**src/rtl/traffic_phase_sched_if.sv**
```systemverilog
// traffic_phase_sched_if: button inputs and phase/lamp outputs of the phase scheduler
//   change     button -> scheduler, skip-to-yellow request
//   ped_req    button -> scheduler, pedestrian request (TRAFFIC_PED_REQ_EN only)
//   phase      current phase code 0..5
//   countdown  seconds left in the phase, 1..31
//   ns_lamp    {R,Y,G} north-south, one-hot
//   ew_lamp    {R,Y,G} east-west, one-hot
//   tick       one-cycle 1 s pulse
//   master drives the buttons, slave is the scheduler
interface traffic_phase_sched_if;
   logic       change;
`ifdef TRAFFIC_PED_REQ_EN
   logic       ped_req;
`endif
   logic [2:0] phase;
   logic [4:0] countdown;
   logic [2:0] ns_lamp;
   logic [2:0] ew_lamp;
   logic       tick;
`ifdef TRAFFIC_PED_REQ_EN
   modport master (output change, ped_req, input phase, countdown, ns_lamp, ew_lamp, tick);
   modport slave  (input change, ped_req, output phase, countdown, ns_lamp, ew_lamp, tick);
`else
   modport master (output change, input phase, countdown, ns_lamp, ew_lamp, tick);
   modport slave  (input change, output phase, countdown, ns_lamp, ew_lamp, tick);
`endif
endinterface

```
**src/rtl/traffic_phase_sched.sv**
```systemverilog
// traffic_phase_sched: 1 s tick divider and six-phase intersection light sequencer
//   clk    board clock
//   reset  asynchronous active-low reset
//   tl     traffic_phase_sched_if.slave: change/ped_req in; phase, countdown, lamps, tick out
//   Optional macro TRAFFIC_PED_REQ_EN adds the pedestrian shorten-green request.
module traffic_btn_edge (
   input  logic clk,
   input  logic reset,
   input  logic btn,
   output logic pulse
);
   logic s1, s2, s3, vld, arm;
   // arm only after a genuine low sample, so a button held through reset release gives no pulse
   always_ff @(posedge clk or negedge reset)
      if (!reset) begin
         {s1, s2, s3, vld, arm, pulse} <= '0;
      end else begin
         s1    <= btn;
         s2    <= s1;
         s3    <= s2;
         vld   <= 1'b1;
         arm   <= arm | (vld & ~s1);
         pulse <= arm & s2 & ~s3;
      end
endmodule

module traffic_phase_sched #(
   parameter int TICK_CYC = 50000000,
   parameter int G_SEC    = 20,
   parameter int Y_SEC    = 3,
   parameter int AR_SEC   = 1,
   parameter int PED_SEC  = 5
) (
   input logic                  clk,
   input logic                  reset,
   traffic_phase_sched_if.slave tl
);
   localparam int TW = $clog2(TICK_CYC);
   localparam logic [TW-1:0] TMAX = TW'(TICK_CYC - 1);
   localparam logic [2:0] NS_G = 3'd0, NS_Y = 3'd1, AR1 = 3'd2, EW_G = 3'd3, EW_Y = 3'd4, AR2 = 3'd5;
   logic [TW-1:0] tcnt;
   logic [2:0]    nph;
   logic [4:0]    ndur;
   logic          chg, green, skip;
   traffic_btn_edge u_chg (.clk(clk), .reset(reset), .btn(tl.change), .pulse(chg));
`ifdef TRAFFIC_PED_REQ_EN
   logic ped;
   traffic_btn_edge u_ped (.clk(clk), .reset(reset), .btn(tl.ped_req), .pulse(ped));
`endif
   always_comb begin
      green      = (tl.phase == NS_G) || (tl.phase == EW_G);
      skip       = chg && green;
      nph        = (tl.phase == AR2) ? NS_G : tl.phase + 3'd1;
      ndur       = (nph == NS_G || nph == EW_G) ? 5'(G_SEC) :
                   (nph == NS_Y || nph == EW_Y) ? 5'(Y_SEC) : 5'(AR_SEC);
      tl.tick    = (tcnt == TMAX);
      tl.ns_lamp = (tl.phase == NS_G) ? 3'b001 : (tl.phase == NS_Y) ? 3'b010 : 3'b100;
      tl.ew_lamp = (tl.phase == EW_G) ? 3'b001 : (tl.phase == EW_Y) ? 3'b010 : 3'b100;
   end
   // a skip restarts the second so the yellow gets its full Y_SEC
   always_ff @(posedge clk or negedge reset)
      if (!reset) tcnt <= '0;
      else        tcnt <= (skip || tl.tick) ? '0 : tcnt + TW'(1);
   always_ff @(posedge clk or negedge reset)
      if (!reset) begin
         tl.phase     <= AR2;
         tl.countdown <= 5'(AR_SEC);
      end else if (tl.phase > AR2) begin
         tl.phase     <= AR2;
         tl.countdown <= 5'(AR_SEC);
      end else if (skip) begin
         tl.phase     <= tl.phase + 3'd1;
         tl.countdown <= 5'(Y_SEC);
      end
`ifdef TRAFFIC_PED_REQ_EN
      else if (ped && green && tl.countdown > 5'(PED_SEC)) begin
         tl.countdown <= 5'(PED_SEC);
      end
`endif
      else if (tl.tick) begin
         tl.phase     <= (tl.countdown == 5'd1) ? nph : tl.phase;
         tl.countdown <= (tl.countdown == 5'd1) ? ndur : tl.countdown - 5'd1;
      end
endmodule

```
**src/flat_wrapper.sv**
```systemverilog
// flat-port wrapper written by rule: the top's interface ports become plain ports
module traffic_phase_sched_flat 
#(
   parameter int TICK_CYC = 50000000,
   parameter int G_SEC    = 20,
   parameter int Y_SEC    = 3,
   parameter int AR_SEC   = 1,
   parameter int PED_SEC  = 5
)
  (clk, reset, tl_change, tl_phase, tl_countdown, tl_ns_lamp, tl_ew_lamp, tl_tick);
  traffic_phase_sched_if tl_i ();
  input logic clk;
  input logic reset;
  input wire logic [$bits(tl_i.change)-1:0] tl_change;
  output wire logic [$bits(tl_i.phase)-1:0] tl_phase;
  output wire logic [$bits(tl_i.countdown)-1:0] tl_countdown;
  output wire logic [$bits(tl_i.ns_lamp)-1:0] tl_ns_lamp;
  output wire logic [$bits(tl_i.ew_lamp)-1:0] tl_ew_lamp;
  output wire logic [$bits(tl_i.tick)-1:0] tl_tick;
  assign tl_i.change = tl_change;
  assign tl_phase = tl_i.phase;
  assign tl_countdown = tl_i.countdown;
  assign tl_ns_lamp = tl_i.ns_lamp;
  assign tl_ew_lamp = tl_i.ew_lamp;
  assign tl_tick = tl_i.tick;
  traffic_phase_sched #(.TICK_CYC(TICK_CYC), .G_SEC(G_SEC), .Y_SEC(Y_SEC), .AR_SEC(AR_SEC), .PED_SEC(PED_SEC)) u_core (.clk(clk), .reset(reset), .tl(tl_i));
endmodule
```
**config.mk**
```make
export PLATFORM = sky130hd
export DESIGN_NAME = traffic_phase_sched_flat
export DESIGN_NICKNAME = d
export VERILOG_FILES = /design/src/rtl/traffic_phase_sched_if.sv /design/src/rtl/traffic_phase_sched.sv /design/src/flat_wrapper.sv
export SDC_FILE = /design/constraint.sdc
export NUM_CORES = 1
export LEC_CHECK = 0
export ABC_AREA = 1
export ABC_CLOCK_PERIOD_IN_PS = 3000
export CORE_UTILIZATION = 35
export DETAILED_ROUTE_END_ITERATION = 16
export GPL_TIMING_DRIVEN = 0
export PLACE_DENSITY_LB_ADDON = 0.15
export SLEW_MARGIN = 20
export SYNTH_ARGS = -nofsm -noshare
export SYNTH_HDL_FRONTEND = slang
export SYNTH_SLANG_ARGS = --single-unit
```
**constraint.sdc**
```tcl
create_clock -name clk -period 3 [get_ports clk]
set_input_delay 0.3 -clock clk [delete_from_list [all_inputs] [get_ports clk]]
set_output_delay 0.3 -clock clk [all_outputs]
set_load 0.01 [all_outputs]
```
==> out/results.tsv <==
metric	value	unit
status	complete, no violations	
cts_resized	0	
syn_avg_cell_area	7.41	um^2
power_density	671	nW/um^2
drive_gt1_share	11.1	%
yosysWarningCount	0	
place_congestion	0.869	
cts_buffers	5	
crit_buf_inv	1	
slew_viol_final	0	
syn-num-nets	342	
rsz0062_at_grt	no	
grt_max_degree	30	
setup_ws	0.467	ns
postCtsSetupBuffers	0	
crit_fanout	7	
drv_cap	0	
hold_path_class	reg2reg	
start_kind	flip-flop	
final_cell_count_no_fill	455	
p_switching	0.744	mW
ys_seq_area_share	40.9	%
r2r_slack	1.03	ns
routedWlPerCell	12.2	um
crit_family	simple AND/OR/NAND/NOR gates	
setup_violations	0	
cts_tree	yes	
clock-sinks	40	
clk_path_buf_depth	2	
critPathArrivalTime	2.23	ns
port_buffers	17	
grtUsageTotal	17.1	%
ir_worst_vdd	0.000246	V
die-area	7360	um^2
cp_slowest_cell	clkdlybuf4s50_1	
critPathRequiredTime	2.70	ns
pwr-share-comb	42.6	%
post-place-cells	446	
overflow	0	
clkPwrFrac	19.9	%
power_frac_seq	37.5	%
slowest_delay	0.56	ns
internal_power	1.18	mW
core_area	6790	um^2
firstDrtPassIters	4	
grt_pass1_vias	1989	
num_rows	30	
num-nets-final	368	
cts_hold_buf	1	
syn_area	2460	um^2
setup.worst_path.class	reg2out	
wl	5530	um
netSwitchingFraction	38.7	%
pre_cts_ws	0.751	ns
path_cells	ha_1 > nand3_2 > nor2_2 > nand2_1 > nor2_1 > clkdlybuf4s50_1	
boundaryPins	18	
area_growth	16.6	%
finalSetupTns	0	ns
p_leak	1.29	nW
postRouteAntennaNets	0	
antenna_found_initial	0	
synth.area.top_cells	dfrtp_1 (38%), nand2_1 (13%), nor2_1 (8.2%), inv_1 (6.4%), nand3_1 (5.3%)	
post-route-drc-count	0	
netlist_instances	332	
dpl.hpwl	4220	um
cts-htree-levels	2	
grt_first_pass_wirelength	9710	um
drt_iter0_drc	176	
hold_violations	0	
yosys.area.top_type	dfrtp_1	
timing.final.crit_period	2.53	ns
fmax	395	MHz
synth_top_area_share	37.7	%
fin_crit_sh	84.4	%
clkTransAtPathRegs	0.08	ns
initial_utilization	36.2	%
diodes	0	
routed_via_density	4.56	
end_kind	primary output	
vias	2073	
clk_latency	0.30	ns
cts_root_buf	clkbuf_8	
synth-seq-cells	40	
ys_types	31	
die_h	85.8	um
final_core_util	42.2	%
die_w	85.8	um
finClkSkew	0.00692	ns
registers in the layout, summed over array words and instances (netlist names), named ones only:
| name | cells |
|---|---|
| u_core.tcnt | 26 |
| u_core.tl.countdown | 5 |
| u_core.tl.phase | 2 |
| u_core.u_chg.arm | 1 |
| u_core.u_chg.pulse | 1 |
| u_core.u_chg.s1 | 1 |
| u_core.u_chg.s2 | 1 |
| u_core.u_chg.s3 | 1 |
| u_core.u_chg.vld | 1 |
logic make-up (layout without fill, tap and decap cells):
group | after synthesis | in the layout | share of synthesized area, %
fa+ha+maj | 7 | 7 | 3.56
compound gates | 20 | 20 | 5.09
simple gates | 203 | 203 | 37.6
buf+inv | 48 | 75 | 8.14
xor+xnor | 13 | 13 | 4.63
other cells | 1 | 1 | 0.153
flops | 40 | 40 | 40.9
worst register-to-register path, cell delays in order (launching register included):
cell and delay, ns:
dfstp_2 0.64, inv_2 0.10, ha_1 0.26, inv_1 0.11, nor2_4 0.05, o21ai_4 0.24, nand2_1 0.09, nor2_1 0.22
o21ai_1 0.10, nand2_1 0.07, nand2_1 0.05
synth_stat cells:
cell      number
nand2_1       83
nor2_1        54
inv_1         42
dfrtp_1       37
nand3_1       26
nor3_1        11
a21oi_1        7
ha_1           7
nand4_1        7
nor2_2         7
o21ai_0        7
xor2_1         7
xnor2_1        6
dfstp_2        3
nand2_2        3
nand2_4        3
nor2_4         3
o21ai_1        3
buf_6          2
inv_2          2
nand3b_1       2
a21oi_4        1
buf_4          1
clkinv_2       1
conb_1         1
nand3_2        1
nor3b_2        1
o21ai_4        1
o21bai_1       1
or2_0          1
or2_2          1
final timing paths:
kind | to | from | cells past startpoint
hold / removal | u_core.u_chg.s3 | u_core.u_chg.s2 | 0
min in group asynchronous | u_core.tcnt[16] | reset | 2
hold reg to reg | u_core.u_chg.s3 | u_core.u_chg.s2 | 0
setup / recovery | tl_tick | u_core.tcnt[0] | 6
max in group asynchronous | u_core.tl.phase[0] | reset | 3
setup reg to reg | u_core.tl.countdown[0] | u_core.tl.phase[0] | 10
cell type report:
type	count	area (um^2)
Timing Repair Buffer	19	195
Clock buffer	6	82.6
Sequential cell	40	1000
Tap cell	96	120
Clock inverter	2	10.0
Inverter	45	170
Buffer	3	30.0
Multi-Input combinational cell	244	1250
Fill cell	718	3930
cell usage in the layout, fill, tap and decap left out, drive strengths merged, types with 7 or more instances in the layout:
master and n:
nor2 64, nand2 89, dfrtp 37, a21oi 8, inv 44, nor3 11, xor2 7, clkdlybuf4s50 16
nand3 27, nand4 7, o21ai 11, ha 7
power groups by stage:
| stage | sequential, mW | combinational, mW | clock (mW) |
|---|---|---|---|
| finish | 0.722 | 0.820 | 0.382 |
| floorplan | 0.733 | 0.534 | 0 |
| CTS | 0.725 | 0.830 | 0.392 |
| detailed placement | 0.736 | 0.823 | 0 |
| global placement | 0.733 | 0.819 | 0 |
| global route | 0.740 | 0.934 | 0.414 |
through the flow:
stage	instance area [um^2]	total power, mW	hold WS, ns
6_report	2870	1.92	0.382
5_1_grt	2870	2.09	0.405
4_1_cts	2870	1.95	0.389
3_5_place_dp	2760	1.56	0.208
3_3_place_gp	2750	1.55	0.358
2_1_floorplan	2460	1.27	0.00441
layer usage:
layer | vias to the layer above | routed length, um | part of all wire, % | track usage (%)
met1 | 954 | 2960 | 54 | 25.4
met5 | - | 0 | 0 | 0
met2 | 28 | 2360 | 43 | 25.1
met4 | 0 | 68 | 1.2 | 5.00
li1 | 1085 | - | - | -
met3 | 6 | 141 | 2.5 | 3.37
(Power assumes the default switching activity.)
